<file path="src/rtl/mantissa_divider.sv">
// Restoring mantissa divider: quo = floor(a*2^W / b), one quotient bit per clock.
// Result carries remainder, sticky, divide-by-zero and overflow flags.
module mantissa_divider #(
  parameter int W  = 24,
  parameter int CW = 5
) (
  input  logic         clk,
  input  logic         rst_n,
  input  logic         in_valid,
  output logic         in_ready,
  input  logic [W-1:0] a_man,
  input  logic [W-1:0] b_man,
  output logic         out_valid,
  input  logic         out_ready,
  output logic [W:0]   quo,
  output logic [W-1:0] rem,
  output logic         sticky,
  output logic         dz,
  output logic         ovf
);

  localparam logic [1:0] IDLE = 2'd0;
  localparam logic [1:0] RUN  = 2'd1;
  localparam logic [1:0] FLAG = 2'd2;
  localparam logic [1:0] DONE = 2'd3;

  logic [1:0]    state;
  logic [CW-1:0] cnt;
  logic [W-1:0]  a_q;
  logic [W-1:0]  b_q;
  logic [W-1:0]  pr;
  logic [W-1:0]  qacc;

  logic [W:0]    trial;
  logic [W:0]    diff;
  logic [W:0]    pr_nx;
  logic          ge;
  logic          zero_b;
  logic          big_a;

  assign in_ready  = (state == IDLE);
  assign out_valid = (state == DONE);

  assign zero_b = (b_man == '0);
  assign big_a  = ({1'b0, a_man} >= {b_man, 1'b0});

  // First step brings in all of a; later steps shift in the zero
  // fraction bits of a*2^W. Held remainder is always < b, so W bits.
  always_comb begin
    trial = {pr, 1'b0};
    if (cnt == CW'(W)) begin
      trial = {1'b0, a_q};
    end
    ge    = (trial >= {1'b0, b_q});
    diff  = trial - {1'b0, b_q};
    pr_nx = ge ? diff : trial;
  end

  always_ff @(posedge clk or negedge rst_n) begin
    if (!rst_n) begin
      state  <= IDLE;
      cnt    <= '0;
      a_q    <= '0;
      b_q    <= '0;
      pr     <= '0;
      qacc   <= '0;
      quo    <= '0;
      rem    <= '0;
      sticky <= 1'b0;
      dz     <= 1'b0;
      ovf    <= 1'b0;
    end else begin
      unique case (state)
        IDLE: begin
          if (in_valid) begin
            a_q  <= a_man;
            b_q  <= b_man;
            pr   <= '0;
            qacc <= '0;
            cnt  <= CW'(W);
            dz   <= zero_b;
            ovf  <= !zero_b && big_a;
            state <= (zero_b || big_a) ? FLAG : RUN;
          end
        end
        RUN: begin
          pr   <= pr_nx[W-1:0];
          qacc <= {qacc[W-2:0], ge};
          if (cnt == '0) begin
            quo    <= {qacc, ge};
            rem    <= pr_nx[W-1:0];
            sticky <= |pr_nx;
            state  <= DONE;
          end else begin
            cnt <= cnt - 1'b1;
          end
        end
        FLAG: begin
          quo    <= '1;
          rem    <= '0;
          sticky <= 1'b0;
          state  <= DONE;
        end
        DONE: begin
          if (out_ready) begin
            state <= IDLE;
          end
        end
        default: state <= IDLE;
      endcase
    end
  end

endmodule

</file>
<file path="config.mk">
export PLATFORM = sky130hd
export DESIGN_NAME = mantissa_divider
export DESIGN_NICKNAME = d
export VERILOG_FILES = /design/src/rtl/mantissa_divider.sv
export SDC_FILE = /design/constraint.sdc
export NUM_CORES = 1
export LEC_CHECK = 0
export ABC_CLOCK_PERIOD_IN_PS = 5600
export CAP_MARGIN = 25
export CORE_MARGIN = 2
export CORE_UTILIZATION = 56
export DETAILED_ROUTE_END_ITERATION = 7
export PLACE_DENSITY = 0.85
export SLEW_MARGIN = 20
export SYNTH_ARGS = -nofsm -noshare
export SYNTH_HDL_FRONTEND = slang
export SYNTH_SLANG_ARGS = --single-unit
</file>
<file path="constraint.sdc">
create_clock -name clk -period 5.6 [get_ports clk]
set_input_delay 0.56 -clock clk [delete_from_list [all_inputs] [get_ports clk]]
set_output_delay 0.56 -clock clk [all_outputs]
set_load 0.01 [all_outputs]
</file>
======== Word level (Yosys, flattened, before mapping) ========
Index checks and enable logic that the tools add are counted.
operators by class
  equality and inequality tests ........... 8
  $add $sub $neg .......................... 2
  multiplexer cells ....................... 19
  magnitude comparators ................... 2
  reduce and logical (&&, ||, !) cells .... 14
operator list
  operator                                                count
  one-hot mux 24 bit (2 select lines)                     3
  two-way mux 25 bit                                      3
  one-hot mux 25 bit (2 select lines)                     1
  two-way mux 24 bit                                      2
  greater-or-equal comparator 24 x 25 -> 1 bit            1
  greater-or-equal comparator 25 x 24 -> 1 bit            1
  OR reduction 25 bit                                     1
  subtractor 25 x 24 -> 25 bit                            1
  logical NOT 24 bit                                      1
  two-way mux 5 bit                                       2
  one-hot mux 5 bit (2 select lines)                      1
  two-way mux 2 bit                                       4
  one-hot mux 2 bit (4 select lines)                      1
  inequality test 2 bit (second input constant)           3
  AND reduction 2 bit                                     3
  AND reduction 3 bit                                     2
  == test 5 bit (second input constant)                   1
  logical NOT 5 bit                                       1
  subtractor 5 x 1 -> 5 bit (second input constant)       1
  == test 2 bit (second input constant)                   2
  nonzero test 2 bit                                      2
  == test 2 x 1 -> 1 bit (second input constant)          1
  logical NOT 2 bit                                       1
  inequality test 2 x 1 -> 1 bit (second input constant)  1
  5 further kinds                                         5
word-level totals
  register bits ........................... 155
  input port bits ......................... 52
  output and inout bits ................... 54
  logic and storage cells ................. 56

======== Longest topological paths before layout ========
Gate-level depths: netlist (run 1).
  depth in word-level cells ............... 7
  mapped depth ............................ 20
  mapped depth without buffers ............ 16

======== Worst setup path after synthesis (run 1) ========
Ideal clock, no wire load.
  path kind ............................... flip-flop to flip-flop
  start ................................... register cnt[0]
  end ..................................... register sticky
  buffers on the path ..................... 3
  slack ................................... 477 ps
  library setup time ...................... 143 ps
  clock period less this slack ............ 5123 ps
  required time ........................... 5457 ps
  cell stages (with the launch flop) ...... 20
  data arrival time ....................... 4980 ps
  cells stage by stage .................... dfrtp_1 -> inv_1 -> ha_1 -> nor2b_1 -> nand3_1 -> clkbuf_1 -> clkbuf_1 -> mux2i_1 -> inv_1 -> ha_1 -> nor2b_1 -> o21bai_4 -> a2111o_1 -> nand4_2 -> a31oi_4 -> o21a_1 -> buf_6 -> or4_1 -> a2111oi_0 -> a32oi_1
between the ends
  word-level cells in the longest chain between the ends .. 7
  elaborated cells between the ends (all ways) .. 11
  those cells by class .................... 1 x add/sub; 1 x order compare; 2 x eq/ne; 4 x mux; 3 x reduce/logical
ends and longest elaborated chain
  what                                                                                                 RTL line  source
  start, declared                                                                                      28        logic [CW-1:0] cnt;
  start signal, assigned                                                                               80        cnt <= CW'(W);
  start signal, assigned                                                                               95        cnt <= cnt - 1'b1;
  == test 5 bit                                                                                        51        if (cnt == CW'(W)) begin
  two-way mux 25 bit                                                                                   51
  subtractor 25 x 24 -> 25 bit / greater-or-equal comparator 25 x 24 -> 1 bit (equally long branches)  55, 54
  two-way mux 25 bit                                                                                   56        pr_nx = ge ? diff : trial;
  OR reduction 25 bit                                                                                  92        sticky <= |pr_nx;
  two-way mux 1 bit                                                                                    89        if (cnt == '0) begin
  one-hot mux 1 bit (2 select lines)                                                                   73        unique case (state)
  end signal, assigned                                                                                 92
  end, declared                                                                                        17        output logic sticky,
Parallel ways exist; a longest one is shown, timed or not. The select of a mux whose other input is x is not followed.
A chain may end at the register's enable or synchronous reset.

======== Worst setup path in the final report (run 1) ========
  start ................................... register cnt[1]
  end ..................................... register sticky
The elaborated chain is that of the path after synthesis.

==> run metrics, run 1 <==
outcome finished clean; P&R area growth vs syn 22.96%; average instance area after synthesis 10.17 um^2; Mapped Cells 833; die outline area 16130 um^2; Synth Area in Compound Gates 22.34%; nets in the synthesized netlist 939; number of cell rows 44; total number of yosys warnings 0; leading cell types in the layout, fill and taps excluded sky130_fd_sc_hd__dfrtp_1 (155), sky130_fd_sc_hd__clkdlybuf4s50_1 (104), sky130_fd_sc_hd__nand2_1 (77), sky130_fd_sc_hd__inv_1 (77); Pre-Repair DR Iteration Count 5; global-route wire length before repair 36890 um; Peak Freq 0.1943 GHz; delay-heaviest family, CP simple AND/OR/NAND/NOR gates; maximum number of pins on one net before global-route repair 113; total overflow reported by the global router 0; fraction of layout cells with a size suffix above 1 9.101%; kind of end point of the critical path flip-flop; number of unique standard cell types used by synthesis 63; Vias 6984; number of setup violations in the final report 0; number of violations of the max-capacitance limit 0; largest driver fanout on the critical path 17; total wirelength of the detailed-routed design 22830 um; via density per instance 6.186; Residual DRC 0; post-CTS setup buffers 0; number of antenna violations at the first check in global routing 0; top-level I/O count 106; #FFs+latches synth 155; GRT Util Overall 29.49%; critical path required time 5.88 ns; global route hottest layer met2; height of the die 127.0 um; Initial Util 57.87%; vias in the first global route 7091; most frequent standard cell in the layout excluding fill and tap cells sky130_fd_sc_hd__dfrtp_1; clock period minus worst slack 5.148 ns; hold violation total from the final report 0; commonest register cell after synthesis sky130_fd_sc_hd__dfrtp_1; clock tree from TritonCTS yes; clock sink count 155; count of pins over their slew limit 0; Longest Clk Path Bufs 2; critical-path cell with the highest stage delay sky130_fd_sc_hd__or4_1; critical path launch point type flip-flop; First DRT Iteration DRCs 716; Global Route met2 Usage 47.66%; post-route cell area 10420 um^2; critical path type flip-flop to flip-flop; Post-Synth XOR/XNOR Area 1.964%; Finished Layout Cells 1129; post-route clock skew 0.007422 ns; clock latency on the worst-skew pair 0.43 ns; worst hold path type flip-flop to flip-flop; Worst path max stage delay 0.52 ns; number of buffer and inverter stages on the critical path 3; number of diodes added for antenna fixing 0; nets 1039; Inserted Clock Buffers 17; Slew Limit Headroom 36.80%; met3 routing resource usage after global routing 6.993%; number of placed instances with taps included 1095; die width 127.0 um; area share of fa/ha/maj cells after synthesis 8.061%; met1 track demand over resource in global routing 38.04%; WP data arrival 5.43 ns; post-detailed-placement cell area 9703 um^2; Seq/Total Area, Yosys 45.77%; ordered cell list for the critical path inv_1 > ha_1 > nor2b_1 > nand3_1 > buf_4 > mux2i_1 > inv_1 > ha_1 > and2_1 > and3_1 > nand3_1 > nor4_1 > a21oi_1 > o21a_1 > or4_1 > a2111oi_0 > a32oi_1; clk root buf sky130_fd_sc_hd__clkbuf_16; wire per inst 20.22 um; multiplexer fraction of the synthesized cell area 6.216%; Post-DP HPWL 16900 um; R2R Setup Slk 0.45 ns; post-synthesis async set-or-reset flop share 100.0%; Cell Area, Synth 8474 um^2; Placer Congestion 0.9606; # port buffers 105; post-cts gate resize count 0; remaining number of nets flagged by the antenna check after routing 0; TNS Setup 0 ns; portion of the clock cycle consumed by the worst path in the final layout 91.92%; fill cell total of the finished layout 1098; main combinational cell family by area after synthesis compound AO/OA/AOI/OAI gates; clock-pin slew on the worst setup and hold paths 0.06 ns; setup repair after global routing missed its margin no; post-synthesis share of cell area spent on and, or, nand and nor gates 10.51%; deepest level of the CTS H-tree 4; core region area 14640 um^2; count of flip-flops with a built-in enable after synthesis 0; slew of the pin with the lowest slew margin 0.9479 ns
-- state kept, by name, indices dropped and copies added, names as in the netlist --
| register | count |
|---|---|
| a_q | 24 |
| b_q | 24 |
| cnt | 5 |
| dz | 1 |
| ovf | 1 |
| pr | 24 |
| qacc | 24 |
| quo | 25 |
| rem | 24 |
| state | 2 |
| sticky | 1 |
-- worst paths after layout --
check / from / to / cells after the start
worst max-delay path: cnt[1]$_DFFE_PN0P_ / sticky$_DFFE_PN0P_ / 17
worst min-delay path: b_q[12]$_DFFE_PN0P_ / b_q[12]$_DFFE_PN0P_ / 2
worst max register to register: cnt[1]$_DFFE_PN0P_ / sticky$_DFFE_PN0P_ / 17
worst min register to register: b_q[12]$_DFFE_PN0P_ / b_q[12]$_DFFE_PN0P_ / 2
max in group asynchronous: rst_n / b_q[21]$_DFFE_PN0P_ / 3
min in group asynchronous: rst_n / a_q[5]$_DFFE_PN0P_ / 2
-- logic make-up after synthesis --
family                     Yosys count
AOI/OAI and AO/OA                  261
adders and majority gates           54
buffers and inverters              114
xor gates and xnor gates            19
DFF                                155
and+or+nand+nor                    181
muxes                               49
-- stage by stage --
stage	utilization [%]	worst slack [ns]	hold slack [ns]
after global routing	71.16	0.02827	0.5040
after CTS	70.82	0.5650	0.2781
after global placement	66.16	0.6301	0.4625
after floorplan	-	0.4771	0.2644
final	71.16	0.4524	0.4789
after detailed placement	66.26	0.5843	0.4700
-- tightest hold or removal path, delay by kind of cell (launching register included) --
| kind | cells | cell delay, ns |
|---|---|---|
| DFF | 1 | 0.34 |
| AOI/OAI and AO/OA | 1 | 0.06 |
| and+or+nand+nor | 1 | 0.04 |
-- layer usage --
layer	vias to the layer above	share of wire, %
met4	0	4.0
met1	3470	42
met2	225	48
li1	3235	-
met3	54	5.5
met5	-	0
-- layout make-up --
cell class | count | area (um^2) | area share [%]
timing repair buffer | 118 | 1184 | 11.36
tap | 184 | 230.2 | 2.209
multi-input combinational | 564 | 4170 | 40.02
sequential | 155 | 3879 | 37.22
clock inverter | 14 | 242.7 | 2.329
clock buffer | 17 | 425.4 | 4.083
inverter | 77 | 289.0 | 2.774
-- synth_stat cells, drive strengths merged, types with 7 or more instances --
cell type | instances | share of area, %
nand2b | 9 | 0.66
ha | 53 | 7.8
o22a | 24 | 2.5
nand4 | 14 | 1.1
dfrtp | 155 | 46
clkbuf | 34 | 1.5
nand3 | 11 | 0.71
nor4 | 11 | 0.81
mux2 | 29 | 3.9
and2 | 7 | 0.52
xor2 | 7 | 0.72
a21o | 23 | 2.0
mux2i | 20 | 2.4
nor2 | 24 | 1.1
nand2 | 78 | 3.5
a22o | 63 | 6.5
o211ai | 8 | 0.71
o21ai | 65 | 3.8
a21oi | 29 | 1.7
inv | 77 | 3.4
xnor2 | 12 | 1.2
-- what timing repair did --
item,4_1_cts,5_1_grt
hold endpoints to repair,0,23
endpoints found under the setup margin,0,0
hold buffers,0,1
Power of run 1 is not shown: default switching activity piles up to over one toggle a cycle in this logic, so the estimate is an artifact.
==> run 2, diff against run 1 <==
--- a/config.mk
+++ b/config.mk
@@ -7,9 +7,10 @@
 export LEC_CHECK = 0
 export ABC_CLOCK_PERIOD_IN_PS = 5600
 export CAP_MARGIN = 25
-export CORE_MARGIN = 2
+export CORE_MARGIN = 3
 export CORE_UTILIZATION = 56
 export DETAILED_ROUTE_END_ITERATION = 7
+export HOLD_SLACK_MARGIN = 0.06
 export PLACE_DENSITY = 0.85
 export SLEW_MARGIN = 20
 export SYNTH_ARGS = -nofsm -noshare
==> run 2 against run 1 <==
Effect of this change: final cell count is 0.18% lower; core utilization shrank 0.63 points; clock skew down 0.0013 ns; global-route usage fell by 1.1 points; fmax is 4.8% higher; die area grew 3.2%; critical path depth down 1; setup slack gained 0.24 ns; largest cell class unchanged; via count shrank 0.83%; sequential share of layout area increased by 0.33 points.
==> run metrics, run 2 (same netlist as run 1, synthesis figures left out) <==
flip-flop count of the largest register after layout 25 (unchanged); count of pins over their slew limit 0 (unchanged); via density per instance 6.146 (-0.65%); Critical R2R Capture sticky$_DFFE_PN0P_; maximum number of pins on one net before global-route repair 100 (-12%); WP data arrival 5.20 ns (-0.23 ns); critical path capture point sticky$_DFFE_PN0P_; Slew Limit Headroom 40.58% (+3.8 points); worst hold path type input pin to asynchronous set/reset pin; vias in the first global route 6910 (-2.6%); global-route wire length before repair 36770 um (-0.34%); ordered cell list for the critical path inv_1 > ha_1 > nor2b_1 > nand3_1 > mux2i_1 > inv_1 > ha_1 > nor2b_1 > o21bai_4 > a2111o_1 > nand4_2 > a31oi_4 > o21a_1 > or4_1 > a2111oi_0 > a32oi_1; Vias 6926 (-0.83%); clk root buf sky130_fd_sc_hd__clkbuf_16; First DRT Iteration DRCs 604 (-16%); post-CTS setup buffers 0 (unchanged); R2R Setup Slk 0.69 ns (+0.24 ns); largest driver fanout on the critical path 6 (-11); Inserted Clock Buffers 17 (unchanged); number of cell rows 44 (unchanged); kind of end point of the critical path flip-flop; height of the die 129.0 um (+1.6%); GRT Util Overall 28.40% (-1.1 points); Placer Congestion 1.003 (+4.4%); most frequent standard cell in the layout excluding fill and tap cells sky130_fd_sc_hd__dfrtp_1; critical-path cell with the highest stage delay sky130_fd_sc_hd__mux2i_1; fill cell total of the finished layout 1147 (+4.5%); total overflow reported by the global router 0 (unchanged); critical path required time 5.89 ns (about the same); remaining number of nets flagged by the antenna check after routing 0 (unchanged); Longest Clk Path Bufs 2 (unchanged); delay-heaviest family, CP compound AO/OA/AOI/OAI gates; Worst Reg-to-Reg Cells 16 (-1); Worst path max stage delay 0.61 ns (+0.09 ns); portion of the clock cycle consumed by the worst path in the final layout 87.68% (-4.2 points); cell depth of the worst setup path 16 (-1); post-cts gate resize count 0 (unchanged); deepest level of the CTS H-tree 4 (unchanged); die width 129.0 um (+1.6%); clock sink count 155 (unchanged); cts-stage hold buffer count 0 (unchanged); P&R area growth vs syn 21.87%; wire per inst 19.97 um (-1.3%); total wirelength of the detailed-routed design 22500 um (-1.4%); slew of the pin with the lowest slew margin 0.8912 ns (-0.05669 ns); TNS Setup 0 ns (unchanged); number of setup violations in the final report 0 (unchanged); # port buffers 105 (unchanged); clock tree from TritonCTS yes; top-level I/O count 106 (unchanged); setup repair after global routing missed its margin no; nets 1037 (-0.19%); die outline area 16640 um^2 (+3.2%); number of violations of the max-capacitance limit 0 (unchanged); register name with the most flops quo; Peak Freq 0.2037 GHz (+4.8%); Post-DP HPWL 16540 um (-2.1%); Initial Util 57.87% (unchanged); number of antenna violations at the first check in global routing 0 (unchanged); final core occ 70.52% (-0.63 points); fraction of layout cells with a size suffix above 1 8.802% (-0.30 points); clock period minus worst slack 4.910 ns (-0.2377 ns); post-route clock skew 0.006158 ns (-0.001264 ns); crit path launch cnt[0]$_DFFE_PN0P_; reg-to-reg critical path startpoint cnt[0]$_DFFE_PN0P_; hold violation total from the final report 0 (unchanged); critical path type flip-flop to flip-flop; Residual DRC 0 (unchanged); number of diodes added for antenna fixing 0 (unchanged); clock-pin slew on the worst setup and hold paths 0.06 ns (about the same); outcome finished clean; number of buffer and inverter stages on the critical path 2 (-1); leading cell types in the layout, fill and taps excluded sky130_fd_sc_hd__dfrtp_1 (155), sky130_fd_sc_hd__clkdlybuf4s50_1 (104), sky130_fd_sc_hd__nand2_1 (77), sky130_fd_sc_hd__inv_1 (77); clock latency on the worst-skew pair 0.43 ns (about the same); critical path launch point type flip-flop; Pre-Repair DR Iteration Count 5 (unchanged); core region area 14640 um^2 (unchanged)
-- run 2: routing by layer --
metal | part of all wire (%) | vias up | global-route usage (%)
li1 | - | 3236 | -
met4 | 2.8 | 0 | 9.883
met2 | 49 | 235 | 45.55
met1 | 43 | 3411 | 38.26
met3 | 5.5 | 44 | 6.554
met5 | 0 | - | 0
-- run 2: layout make-up --
type | count | area [um^2] | area share [%]
Clock inverter | 13 | 191.4 | 1.854
Inverter | 77 | 289.0 | 2.799
Multi-Input combinational cell | 564 | 4167 | 40.34
Tap cell | 184 | 230.2 | 2.229
Timing Repair Buffer | 116 | 1142 | 11.06
Clock buffer | 18 | 429.2 | 4.156
Sequential cell | 155 | 3879 | 37.56
-- run 2: worst min path at each step --
stage                        start                   to  depth (start not counted)
6_report                     rst_n   quo[6]$_DFFE_PN0P_                          1
3_5_place_dp        dz$_DFFE_PN0P_       dz$_DFFE_PN0P_                          2
2_1_floorplan                rst_n   a_q[0]$_DFFE_PN0P_                          0
4_1_cts                      rst_n   quo[7]$_DFFE_PN0P_                          1
5_1_grt                      rst_n  qacc[7]$_DFFE_PN0P_                          1
3_3_place_gp   quo[23]$_DFFE_PN0P_  quo[23]$_DFFE_PN0P_                          2
-- run 2: through the flow --
step	cells	cell area [um^2]	hold slack, ns	setup slack [ns]
floorplan	833	8474	0.2644	0.4771
finish	1127	10330	0.2097	0.6901
global route	1127	10330	0.2715	0.1787
detailed placement	1096	9707	0.4680	0.8097
global placement	1095	9692	0.4525	0.9740
CTS	1127	10330	0.2496	0.7681
Power of run 2 is left out for the same reason.
==> run 3, diff against run 2 <==
--- a/config.mk
+++ b/config.mk
@@ -12,7 +12,7 @@
 export DETAILED_ROUTE_END_ITERATION = 7
 export HOLD_SLACK_MARGIN = 0.06
 export PLACE_DENSITY = 0.85
-export SLEW_MARGIN = 20
+export SLEW_MARGIN = 5
 export SYNTH_ARGS = -nofsm -noshare
 export SYNTH_HDL_FRONTEND = slang
 export SYNTH_SLANG_ARGS = --single-unit
==> results of run 3 <==
The final DEF is identical to that of run 2; final timing and power are the same.
Power of run 3 is left out for the same reason.
==> patch: new RTL, config.mk and constraints of run 3 <==
The parameter `W` goes from 24 to 20.
--- a/src/rtl/mantissa_divider.sv
+++ b/src/rtl/mantissa_divider.sv
@@ -1,7 +1,7 @@
 // Restoring mantissa divider: quo = floor(a*2^W / b), one quotient bit per clock.
 // Result carries remainder, sticky, divide-by-zero and overflow flags.
 module mantissa_divider #(
-  parameter int W  = 24,
+  parameter int W  = 20,
   parameter int CW = 5
 ) (
   input  logic         clk,
Interface: changed (resized a_man, b_man, quo and rem); port bits go from 106 to 90. The function was not compared with the original's and may differ.
==> patch against run 3 <==
- worst setup slack improved by 0.20 ns
- sequential cell count fell by 24
- global-route usage barely moved
- core utilization rose by 1.4 points
- maximum frequency rose by 4.2%
- area after synthesis fell by 16%
- clock skew rose by 0.0027 ns
- count of clock-buffer cells in the layout rose by 3
- critical path depth rose by 1
- wire length fell by 15%
- final area fell by 15%
- highest routed layer unchanged
Power is left out: the tool's default activity adds up to more than one toggle a clock period on the data nets, which glitch-free logic cannot reach.
==> patch: results (changes against run 3) <==
| Metric | Value |
|---|---|
| Run status | finished, final reports clean |
| Commonest cells in the netlist | 131 x dfrtp_1, 83 x nand2_1, 64 x inv_1, 55 x a22o_1, 50 x o21ai_0 |
| FF-to-FF setup slack | 0.89 ns (+0.20 ns) |
| Number of flip-flops under the largest register name | 21 (-16%) |
| Dpl ws | 0.678 ns (-0.132 ns) |
| First-pass GRT wire length | 31400 um (-15%) |
| Final Wtd Congestion | 0.989 (-1.4%) |
| XOR/XNOR Fraction of Synth Area | 1.85% (-0.11 points) |
| Largest net degree at the start of global routing | 70 (-30%) |
| DP Area | 8160 um2 (-16%) |
| Vias in the first global route | 5867 (-15%) |
| Post-DP HPWL | 14300 um (-14%) |
| Worst slew margin | 46.0% (+5.4 points) |
| Clock Skews | 0.00890 ns (+0.00274 ns) |
| Synth Area in Compound Gates | 21.9% (-0.39 points) |
| Post-synth cell types | 60 (-4.8%) |
| CP arrival | 4.96 ns (-0.24 ns) |
| # fillers | 917 (-20%) |
| WHS | 0.238 ns (+0.0286 ns) |
| CTS H-Tree Depth | 4 (unchanged) |
| Multiplexer area fraction after synthesis | 5.87% (-0.34 points) |
| Iteration-0 DRC count of the detailed router | 583 (-3.5%) |
| Port buffer count | 89 (-15%) |
| Post-synthesis sequential area ratio | 46.2% (+0.42 points) |
| Synth Area in Adders | 8.22% (+0.15 points) |
| Worst R2R Path Depth | 17 (+1) |
| Share of layout cells above drive strength 1 | 9.17% (+0.37 points) |
| Via density | 6.04 (-1.7%) |
| Nets@finish | 886 (-15%) |
| Crit Path Max Fanout | 21 (+15) |
patch: cell count changes in the layout (fill, tap and decap cells not counted), sizes merged, moves of 5 or more:
cell	change
o22a	-6
xnor2	-5
nand4	-7
o21ai	-14
clkdlybuf4s50	-16
nor3	+7
nor4	-5
mux2	-8
inv	-16
nand2	+5
dfrtp	-24
a21o	-16
ha	-8
a22o	-8
patch: cell type report:
class                           count  area, um2  share of cell area (%)
Multi-Input combinational cell    482       3470                    39.5
Sequential cell                   131       3280                    37.3
Timing Repair Buffer              100        978                    11.1
Clock buffer                       21        470                    5.36
Inverter                           64        240                    2.74
Tap cell                          168        210                    2.39
Clock inverter                      9        130                    1.48
patch: final timing paths:
path                              from     end
worst max register to register  cnt[0]  sticky
min in group clk                b_q[3]  b_q[3]
max in group asynchronous        rst_n  b_q[5]
worst min register to register  b_q[3]  b_q[3]
worst min-delay path             rst_n  quo[9]
worst max-delay path            cnt[0]  sticky
patch: cells by family after synthesis:
family                     count (synthesis)
xor gates and xnor gates                  15
muxes                                     39
buffers and inverters                     93
and+or+nand+nor                          168
AOI/OAI and AO/OA                        214
DFF                                      131
adders and majority gates                 46
patch: metrics by stage:
step	std cells	util, %
2_1_floorplan	706	-
3_3_place_gp	944	66.9
3_5_place_dp	944	66.9
4_1_cts	974	71.8
5_1_grt	975	71.9
6_report	975	71.9
patch: critical path, stage by stage (launching register included):
cell	delay, ns
dfrtp_1	0.38
inv_1	0.07
ha_1	0.22
nand4b_1	0.10
buf_4	0.32
mux2i_1	0.27
inv_1	0.10
ha_1	0.38
a211oi_2	0.32
o2111ai_1	0.16
and3_1	0.24
a211oi_4	0.55
buf_8	0.23
nand3_1	0.09
a221o_1	0.30
or4_1	0.41
nor4b_2	0.22
a41oi_1	0.14
patch: metal layers:
layer / track usage, % / wire length, um / up-vias
li1: - / - / 2741
met1: 41.5 / 9070 / 2903
met2: 41.8 / 8430 / 211
met3: 6.22 / 1240 / 35
met4: 10.2 / 502 / 0
met5: 0 / 0 / -
